File: src/rtl/cell_pos_reader_pkg.sv
// Shared constants for the cell position reader: field widths, default
// geometry and the FSM state encodings.
package cell_pos_reader_pkg;

  localparam int unsigned POS_WIDTH       = 32;
  localparam int unsigned CR_DATA_WIDTH   = 3 * POS_WIDTH;
  localparam int unsigned CR_PARTICLE_NUM = 220;
  localparam int unsigned CR_ADDR_WIDTH   = 8;
  localparam int unsigned CR_FIFO_DEPTH   = 4;

  localparam int unsigned CR_STATE_W = 3;

  localparam logic [2:0] CR_IDLE     = 3'd0;
  localparam logic [2:0] CR_RD_CNT   = 3'd1;
  localparam logic [2:0] CR_WAIT_CNT = 3'd2;
  localparam logic [2:0] CR_STREAM   = 3'd3;
  localparam logic [2:0] CR_DRAIN    = 3'd4;
  localparam logic [2:0] CR_DONE     = 3'd5;

endpackage

File: src/rtl/cell_pos_fifo.sv
// Shift-style synchronous FIFO: the head entry always lives in slot 0, so the
// read data comes straight from a flop and stays put while not popped.
module cell_pos_fifo #(
  parameter int unsigned WIDTH = 105,
  parameter int unsigned DEPTH = 4
) (
  input  logic                     clk,
  input  logic                     rst_n,
  input  logic                     push,
  input  logic [WIDTH-1:0]         wdata,
  input  logic                     pop,
  output logic [WIDTH-1:0]         rdata,
  output logic                     empty,
  output logic                     full,
  output logic [$clog2(DEPTH):0]   count
);

  localparam int unsigned CW = $clog2(DEPTH) + 1;
  localparam int unsigned IW = $clog2(DEPTH);

  logic [WIDTH-1:0] entry_q [DEPTH];
  logic [WIDTH-1:0] entry_d [DEPTH];
  logic [CW-1:0]    count_q, count_d;
  logic             empty_q, empty_d;
  logic             full_q, full_d;
  logic             push_ok, pop_ok;
  logic [IW-1:0]    wr_idx;

  // A pop frees its slot in the same cycle, so push-while-full is legal with pop.
  always_comb begin
    pop_ok  = pop && !empty_q;
    push_ok = push && (!full_q || pop_ok);
    entry_d = entry_q;
    if (pop_ok) begin
      for (int unsigned i = 0; i < DEPTH - 1; i++) begin
        entry_d[i] = entry_q[i+1];
      end
    end
    wr_idx = pop_ok ? IW'(count_q - CW'(1)) : IW'(count_q);
    if (push_ok) begin
      entry_d[wr_idx] = wdata;
    end
    count_d = count_q + CW'(push_ok) - CW'(pop_ok);
    empty_d = (count_d == '0);
    full_d  = (count_d == CW'(DEPTH));
  end

  always_ff @(posedge clk or negedge rst_n) begin
    if (!rst_n) begin
      for (int unsigned i = 0; i < DEPTH; i++) begin
        entry_q[i] <= '0;
      end
      count_q <= '0;
      empty_q <= 1'b1;
      full_q  <= 1'b0;
    end else begin
      entry_q <= entry_d;
      count_q <= count_d;
      empty_q <= empty_d;
      full_q  <= full_d;
    end
  end

  assign rdata = entry_q[0];
  assign empty = empty_q;
  assign full  = full_q;
  assign count = count_q;

endmodule

File: src/rtl/cell_pos_reader.sv
// Read engine for one cell position RAM: fetches the particle count from word 0,
// then streams words 1..N through a credit-limited output FIFO.
module cell_pos_reader
  import cell_pos_reader_pkg::*;
#(
  parameter int unsigned DATA_WIDTH   = CR_DATA_WIDTH,
  parameter int unsigned PARTICLE_NUM = CR_PARTICLE_NUM,
  parameter int unsigned ADDR_WIDTH   = CR_ADDR_WIDTH,
  parameter int unsigned FIFO_DEPTH   = CR_FIFO_DEPTH
) (
  input  logic                  clk,
  input  logic                  rst_n,
  input  logic                  start,
  output logic                  busy,
  output logic                  done,
  output logic                  cnt_err,
  output logic [ADDR_WIDTH-1:0] mem_address,
  output logic                  mem_rden,
  input  logic [DATA_WIDTH-1:0] mem_q,
  output logic                  pos_valid,
  input  logic                  pos_ready,
  output logic [DATA_WIDTH-1:0] pos_data,
  output logic [ADDR_WIDTH-1:0] pos_id,
  output logic                  pos_last
);

  localparam int unsigned CW = $clog2(FIFO_DEPTH) + 1;
  localparam int unsigned SW = CW + 1;
  localparam int unsigned EW = DATA_WIDTH + ADDR_WIDTH + 1;
  localparam logic [ADDR_WIDTH-1:0] MAX_N = ADDR_WIDTH'(PARTICLE_NUM - 1);

  logic [CR_STATE_W-1:0] state_q, state_d;
  logic                  wait_q, wait_d;
  logic [ADDR_WIDTH-1:0] n_q, n_d;
  logic [ADDR_WIDTH-1:0] next_id_q, next_id_d;
  logic [ADDR_WIDTH-1:0] mem_address_q, mem_address_d;
  logic                  mem_rden_q, mem_rden_d;
  logic                  stream_rd_q, stream_rd_d;
  logic [CW-1:0]         inflight_q, inflight_d;
  logic                  cnt_err_q, cnt_err_d;
  logic                  busy_q, busy_d;
  logic                  done_q, done_d;
  logic                  vld1_q, vld1_d, vld2_q, vld2_d;
  logic [ADDR_WIDTH-1:0] id1_q, id1_d, id2_q, id2_d;

  logic [ADDR_WIDTH-1:0] n_raw, n_lat;
  logic                  n_over;
  logic [SW-1:0]         credit_sum;
  logic                  credit_ok;
  logic                  drain_empty;

  logic                  fifo_push, fifo_pop;
  logic [EW-1:0]         fifo_wdata, fifo_rdata;
  logic                  fifo_empty, fifo_full;
  logic [CW-1:0]         fifo_count;

  assign fifo_pop   = pos_valid & pos_ready;
  assign fifo_push  = vld2_q;
  assign fifo_wdata = {(id2_q == n_q), id2_q, mem_q};

  // Credit counts words issued but not yet accepted; a pop this cycle frees one.
  always_comb begin
    n_raw       = mem_q[ADDR_WIDTH-1:0];
    n_over      = (n_raw > MAX_N);
    n_lat       = n_over ? MAX_N : n_raw;
    credit_sum  = SW'(fifo_count) + SW'(inflight_q) - SW'(fifo_pop);
    credit_ok   = (credit_sum < SW'(FIFO_DEPTH)) && !(fifo_full && !fifo_pop);
    drain_empty = fifo_empty || ((fifo_count == CW'(1)) && fifo_pop);
  end

  always_comb begin
    state_d       = state_q;
    wait_d        = wait_q;
    n_d           = n_q;
    next_id_d     = next_id_q;
    mem_address_d = mem_address_q;
    mem_rden_d    = 1'b0;
    stream_rd_d   = 1'b0;
    cnt_err_d     = cnt_err_q;
    case (state_q)
      CR_IDLE: begin
        if (start) begin
          state_d       = CR_RD_CNT;
          mem_rden_d    = 1'b1;
          mem_address_d = '0;
          cnt_err_d     = 1'b0;
        end
      end
      CR_RD_CNT: begin
        state_d = CR_WAIT_CNT;
        wait_d  = 1'b0;
      end
      CR_WAIT_CNT: begin
        if (!wait_q) begin
          wait_d = 1'b1;
        end else begin
          n_d       = n_lat;
          cnt_err_d = n_over;
          if (n_lat == '0) begin
            state_d = CR_DONE;
          end else begin
            // Count word is visible now, so the first particle read goes out directly.
            state_d       = (n_lat == ADDR_WIDTH'(1)) ? CR_DRAIN : CR_STREAM;
            mem_rden_d    = 1'b1;
            stream_rd_d   = 1'b1;
            mem_address_d = ADDR_WIDTH'(1);
            next_id_d     = ADDR_WIDTH'(2);
          end
        end
      end
      CR_STREAM: begin
        if (credit_ok) begin
          mem_rden_d    = 1'b1;
          stream_rd_d   = 1'b1;
          mem_address_d = next_id_q;
          next_id_d     = next_id_q + ADDR_WIDTH'(1);
          if (next_id_q == n_q) begin
            state_d = CR_DRAIN;
          end
        end
      end
      CR_DRAIN: begin
        if ((inflight_q == '0) && drain_empty) begin
          state_d = CR_DONE;
        end
      end
      CR_DONE: begin
        state_d = CR_IDLE;
      end
      default: begin
        state_d = CR_IDLE;
      end
    endcase
    busy_d = (state_d != CR_IDLE);
    done_d = (state_d == CR_DONE);
  end

  // Valid/id shift register tracks the RAM's two-cycle read latency.
  always_comb begin
    vld1_d     = stream_rd_q;
    id1_d      = mem_address_q;
    vld2_d     = vld1_q;
    id2_d      = id1_q;
    inflight_d = inflight_q + CW'(stream_rd_d) - CW'(vld2_q);
  end

  always_ff @(posedge clk or negedge rst_n) begin
    if (!rst_n) begin
      state_q       <= CR_IDLE;
      wait_q        <= 1'b0;
      n_q           <= '0;
      next_id_q     <= '0;
      mem_address_q <= '0;
      mem_rden_q    <= 1'b0;
      stream_rd_q   <= 1'b0;
      inflight_q    <= '0;
      cnt_err_q     <= 1'b0;
      busy_q        <= 1'b0;
      done_q        <= 1'b0;
      vld1_q        <= 1'b0;
      vld2_q        <= 1'b0;
      id1_q         <= '0;
      id2_q         <= '0;
    end else begin
      state_q       <= state_d;
      wait_q        <= wait_d;
      n_q           <= n_d;
      next_id_q     <= next_id_d;
      mem_address_q <= mem_address_d;
      mem_rden_q    <= mem_rden_d;
      stream_rd_q   <= stream_rd_d;
      inflight_q    <= inflight_d;
      cnt_err_q     <= cnt_err_d;
      busy_q        <= busy_d;
      done_q        <= done_d;
      vld1_q        <= vld1_d;
      vld2_q        <= vld2_d;
      id1_q         <= id1_d;
      id2_q         <= id2_d;
    end
  end

  cell_pos_fifo #(
    .WIDTH (EW),
    .DEPTH (FIFO_DEPTH)
  ) u_fifo (
    .clk   (clk),
    .rst_n (rst_n),
    .push  (fifo_push),
    .wdata (fifo_wdata),
    .pop   (fifo_pop),
    .rdata (fifo_rdata),
    .empty (fifo_empty),
    .full  (fifo_full),
    .count (fifo_count)
  );

  assign busy        = busy_q;
  assign done        = done_q;
  assign cnt_err     = cnt_err_q;
  assign mem_address = mem_address_q;
  assign mem_rden    = mem_rden_q;
  assign pos_valid   = ~fifo_empty;
  assign pos_data    = fifo_rdata[DATA_WIDTH-1:0];
  assign pos_id      = fifo_rdata[DATA_WIDTH +: ADDR_WIDTH];
  assign pos_last    = fifo_rdata[EW-1];

endmodule

File: config.mk
export PLATFORM = sky130hd
export DESIGN_NAME = cell_pos_reader
export DESIGN_NICKNAME = d
export VERILOG_FILES = /design/src/rtl/cell_pos_reader_pkg.sv /design/src/rtl/cell_pos_fifo.sv /design/src/rtl/cell_pos_reader.sv
export SDC_FILE = /design/constraint.sdc
export NUM_CORES = 1
export LEC_CHECK = 0
export ABC_AREA = 1
export CAP_MARGIN = 20
export CORE_UTILIZATION = 35
export CTS_CLUSTER_SIZE = 8
export DETAILED_ROUTE_END_ITERATION = 12
export PLACE_DENSITY_LB_ADDON = 0.1
export SYNTH_ARGS = -nofsm -noshare
export SYNTH_HDL_FRONTEND = slang
export SYNTH_HIERARCHICAL = 1
export SYNTH_SLANG_ARGS = --single-unit
File: constraint.sdc
create_clock -name clk -period 4.9 [get_ports clk]
set_clock_uncertainty 0.2 [all_clocks]
set_input_delay 0.98 -clock clk [delete_from_list [all_inputs] [get_ports clk]]
set_output_delay 0.98 -clock clk [all_outputs]
set_load 0.1 [all_outputs]
Word-level counts from Yosys, hierarchy flattened
Cells that the tools add are included.

$add $sub $neg: 8. Multipliers: 0. Div/mod/pow operators: 0. Magnitude comparators: 4. Eq/ne operators: 14. Shift-type cells: 0. Multiplexer cells: 34. Bitwise operators: 3. Reductions and logical operators: 26.

Operators by type and width (count): bitwise mux 420 bit (1); 2-to-1 mux 420 bit (1); 2-to-1 mux 315 bit (1); demux 105 bit (select 2 bit) (1); 2-to-1 mux 105 bit (1); 2-to-1 mux 8 bit (8); case mux 8 bit (3 select lines) (1); 2-to-1 mux 3 bit (7); equality test 8 bit (2); case mux 8 bit (2 select lines) (1); case mux 3 bit (5 select lines) (1); equality test 3 bit (second input constant) (3); zero test 3 bit (3); adder 8 x 1 -> 8 bit (second input constant) (1); equality test 8 x 1 -> 1 bit (second input constant) (1); greater-than comparator 8 bit (second input constant) (1); zero test 8 bit (1); inequality test 2 bit (second input constant) (4); logical AND 1 bit (7); adder 3 x 1 -> 3 bit (2); equality test 3 x 1 -> 1 bit (second input constant) (2); equality test 3 x 2 -> 1 bit (second input constant) (2); 2-to-1 mux 1 bit (6); case mux 1 bit (2 select lines) (3); 20 further kinds (28).

Bits in registers: 479. Latch bits: 0. RAM bits: 0. Memory bits (read-only): 0. Output and inout bits: 118. Word-level logic and storage cells: 111. Memories: 0.

Longest topological paths before layout
Depth after elaboration: 11. Mapped depth: 19. Mapped depth without buffers: 18.

Hierarchy
The synthesis kept the hierarchy.

By module, submodules not included: cell_pos_fifo (times used 1, cells each 2970, area an instance 21783.4 sq um, seq. area each 10636.5 sq um); cell_pos_reader (times used 1, cells each 307, area an instance 2732.6 sq um, seq. area each 1351.3 sq um).

Worst setup path before layout
Ideal clock, no wire load.

Path kind: input-to-reg. From: input port pos_ready. To: register inflight_q[2]. Library setup time: 0.129 ns. Data arrival time: 3.170 ns. Required time: 4.571 ns. Path slack: 1.401 ns. Stages on the path: 19. Buffers on the path: 1. Path through: inv_1 -> nor2_1 -> ha_1 -> inv_1 -> ha_1 -> nand2_1 -> inv_1 -> nand2_1 -> nand2_1 -> nand2_1 -> nand2_1 -> inv_2 -> nor2_4 -> nand2_2 -> nand2_4 -> buf_12 -> ha_1 -> fa_1 -> xor2_1.

Word-level cells in the longest chain between the ends: 9. Elaborated cells on any way between the ends: 11.

RTL lines: start, declared (RTL line cell_pos_reader.sv:21) `input logic pos_ready,`; bitwise AND 1 bit * (RTL line cell_pos_reader.sv:57) `assign fifo_pop = pos_valid & pos_ready;`; via fifo_pop (RTL line cell_pos_reader.sv:52) `logic fifo_push, fifo_pop;`; branches (longest 3 deep; another with subtractor 4 x 1 -> 4 bit); logical AND 1 bit * (RTL line cell_pos_reader.sv:67) `credit_ok = (credit_sum < SW'(FIFO_DEPTH)) && !(fifo_full && !fifo_pop);`; 2-to-1 mux 1 bit * (RTL line cell_pos_reader.sv:112) `if (credit_ok) begin`; case mux 1 bit (2 select lines) * (RTL line cell_pos_reader.sv:80) `case (state_q)`; via stream_rd_d (RTL line cell_pos_reader.sv:38) `logic stream_rd_q, stream_rd_d;`; adder 3 x 1 -> 3 bit * (RTL line cell_pos_reader.sv:144) `inflight_d = inflight_q + CW'(stream_rd_d) - CW'(vld2_q);`; subtractor 3 x 1 -> 3 bit * (RTL line cell_pos_reader.sv:144); via inflight_d[2] (RTL line cell_pos_reader.sv:39) `logic [CW-1:0] inflight_q, inflight_d;`; end signal, assigned (RTL line cell_pos_reader.sv:172) `inflight_q <= inflight_d;`; end, declared (RTL line cell_pos_reader.sv:39).

Mark *: on every way through the listed nets, which the timed path passes. A chain may end at the register's enable or synchronous reset.

Worst setup path after layout
From: input port pos_ready. To: register inflight_q[2].

Word-level cells in the longest chain between the ends: 9. Elaborated cells on any way between the ends: 11.

RTL lines (RTL line): bitwise AND 1 bit * (cell_pos_reader.sv:57); via fifo_pop (cell_pos_reader.sv:52); branches (longest 3 deep; another with subtractor 4 x 1 -> 4 bit); logical AND 1 bit * (cell_pos_reader.sv:67); 2-to-1 mux 1 bit * (cell_pos_reader.sv:112); case mux 1 bit (2 select lines) * (cell_pos_reader.sv:80); adder 3 x 1 -> 3 bit * (cell_pos_reader.sv:144); subtractor 3 x 1 -> 3 bit * (cell_pos_reader.sv:144); via inflight_d[2] (cell_pos_reader.sv:39).

Marked as above.

==> summary.md <==
| Metric | Value |
|---|---|
| Post-Syn Instances | around 3300 |
| Final HPWL DP | 39.6 mm |
| Synth cell types | 38 |
| Top cells by area, synth | dfrtp_1 49%, nand2_1 27%, nand4_1 5.7% |
| Worst hold path type | in2async |
| Area leader, netlist | dfrtp_1 |
| Actual slew at the worst max-slew pin | 1.18 ns |
| CP max-delay cell | clkdlybuf4s50_1 |
| Final setup violation count | 0 |
| CP Data Arrival Time | 4.00 ns |
| Core ar. | 68900 µm² |
| TritonCTS clock tree | built |
| Clock Sink Count | 479 |
| Cell mode on critical path | nand2_1 |
| CTS HTree Levels | 3 |
| Startpoint Class | primary input |
| Post-Syn Area per Cell | 7.48 µm² |
| Synth Net Count | 3389 |
| Global route overflow | 0 |
| Worst vdd ir | a little under 0.6 mV |
| Critical path, cell by cell | clkdlybuf4s50_1 -> inv_1 -> nor2_1 -> buf_4 -> ha_1 -> inv_1 -> ha_1 -> nand2_1 -> inv_1 -> nand2_1 -> nand2_1 -> nand2_1 -> nand2_1 -> inv_2 -> nor2_4 -> nand2_2 -> nand2_4 -> ha_1 -> fa_1 -> xor2_1 |
| Synth Cell Area | between 20000 and 25000 µm² |
| Num rows | 96 |
| CTS Buffer Depth | 3 |
| CTS Hold Bufs | 0 |
| Worst EP required | 5.18 ns |
| Worst Setup End Kind | register |
| Commonest non-fill, non-tap cell in the layout | nand2_1 |
| Status | completed |
| Initial antenna violation count | 6 |
| Crit-path max FO | 17 |
| Reg clk slew, reported paths | 0.05 ns |
| Synth top area share | 0.488 |
| Max-Cap Viols | 0 |
| Core Util, Final | 0.410 |
| Vias in the first global route | approximately 21000 |
| Drt wl/cell | 18.0 µm |
| Final Slew Violations | 0 |
| Router iterations before antenna repair | 5 |
| Die ar. | 71100 µm² |
| Worst stage delay on the critical path | approximately 0.48 ns |
| PortBufs | 217 |
| Initial core utilization | 0.356 |
| Fin crit period | 3.73 ns |
| CTS root buf | clkbuf_16 |
| Area grow syn2layout | 15.4% |
| Final net count | 3367 |
| DRC errors left | 0 |
| Leakage | 0.0148 µW |
| Post-CTS resize count | 0 |
| Final Cycle Share | 0.761 |
| Routed vias/inst | 5.06 |
| Critical path type | in2reg |
| Fmax | ~270 MHz |
| Vias | approximately 21000 |
| Hold Fails Final Rpt | 0 |
| Final WL | 75.4 mm |
| Fin Setup TNS | 0 ns |
| Largest net degree at the start of global routing | 227 |
| RSZ-0062 raised after global routing | false |
| Fin Hold WS | 0.142 ns |
| Slew margin rel. | 0.214 |
| Total Routing Usage GR | 0.216 |
| CTS Buf Count | 70 |
| Layout cells sized above 1 | 0.0462 |
| First-pass GRT wire length | 121 mm |
| Pwr dens | 728 nW/µm² |
| Synth Warn # | 6 |
| # IOs | around 220 |
| Clock Latency Late Sink | 0.61 ns |
| Commonest cells after routing, fill and taps aside | 1736 x nand2_1, 477 x dfrtp_1, 222 x nand4_1, 221 x nand3_1, 216 x clkdlybuf4s50_1 |
| Final antenna-violating net count | 0 |
| Die Width | between 200 and 300 µm |
| Total setup buffers inserted after CTS | 0 |
| Initial drt markers | 1564 |
| GPL Wtd Cong | roughly 0.79 |
| Synthesis-stage register bit count | between 400 and 500 |
| Die H | 267 µm |
| Sequential area share after synthesis | 0.489 |
## worst max-delay path, delay by kind of cell
kind | cells | cell delay (ns)
and+or+nand+nor | 9 | 0.86
xor gates and xnor gates | 1 | 0.17
adders and majority gates | 4 | 1.15
buffers and inverters | 6 | 0.83
## routing by layer
metal  vias to the layer above  share of wire  wire length [µm]  track usage
li1                      10300              -                 -            -
met1                     10400           0.46             35000        0.296
met2                       551           0.46             35000        0.350
met3                        82          0.054              4100       0.0321
met4                         4          0.018              1390       0.0652
met5                         -        0.00030                23            0
## power by group
group / switching [µW] / internal [µW] / leakage (µW) / total, µW
Combinational: 7410 / 2420 / 0.00769 / 9840
Clock: 1750 / 2610 / 0.000925 / 4370
Sequential: 906 / 5490 / 0.00620 / 6400
## synth_stat cells (all sizes together)
library cell     n
o21ai           81
and2             1
xor2            11
ha              10
nor4             1
dfrtp          478
fa               2
nor3b            1
xnor2           10
clkinv           1
buf            271
nand3          227
clkbuf          67
a22oi            1
dfstp            1
or2              3
nand4          222
inv             87
nor2            45
a31oi            1
nand2         1746
nor3             4
a21oi            6
## per-stage QoR
step / cells / power [µW] / area [µm²] / setup slack (ns)
floorplan: 3277 / 14100 / 24500 / 1.40
global placement: 4114 / 16200 / 26400 / 0.560
detailed placement: 4114 / 16300 / 26400 / 0.576
CTS: 4197 / 20800 / 28300 / 1.21
global route: 4200 / 22000 / 28300 / 0.965
finish: 4202 / 20600 / 28300 / 1.17
## path summary, 6_finish.rpt
kind	start	end	slack (ns)	cells past startpoint
worst max-delay path	pos_ready	inflight_q[2]	1.17	20
worst min-delay path	rst_n	u_fifo/rdata[61]	0.14	1
worst max register to register	u_fifo/count[1]	inflight_q[2]	1.26	17
worst min register to register	vld1_q	fifo_push	0.14	0
max in group asynchronous	rst_n	u_fifo/rdata[18]	3.22	2
min in group clk	vld1_q	fifo_push	0.14	0
## cell type report
class                      count  area [µm²]
fill                        6979       40700
sequential                   479       12000
multi-input combinational   2372       10300
timing repair buffer         244        2570
clock buffer                  78        1830
tap                          931        1160
inverter                      88         347
clock inverter                 5        51.3
antenna                        5        12.5
## kinds of logic after synthesis
group           Yosys count  share of synthesized area
simple gates           2250                      0.385
flops                   479                      0.489
buf+inv                 426                     0.0922
compound gates           89                     0.0194
xor+xnor                 21                    0.00750
fa+ha+maj                12                    0.00674
Power figures use the tool's default switching activity.
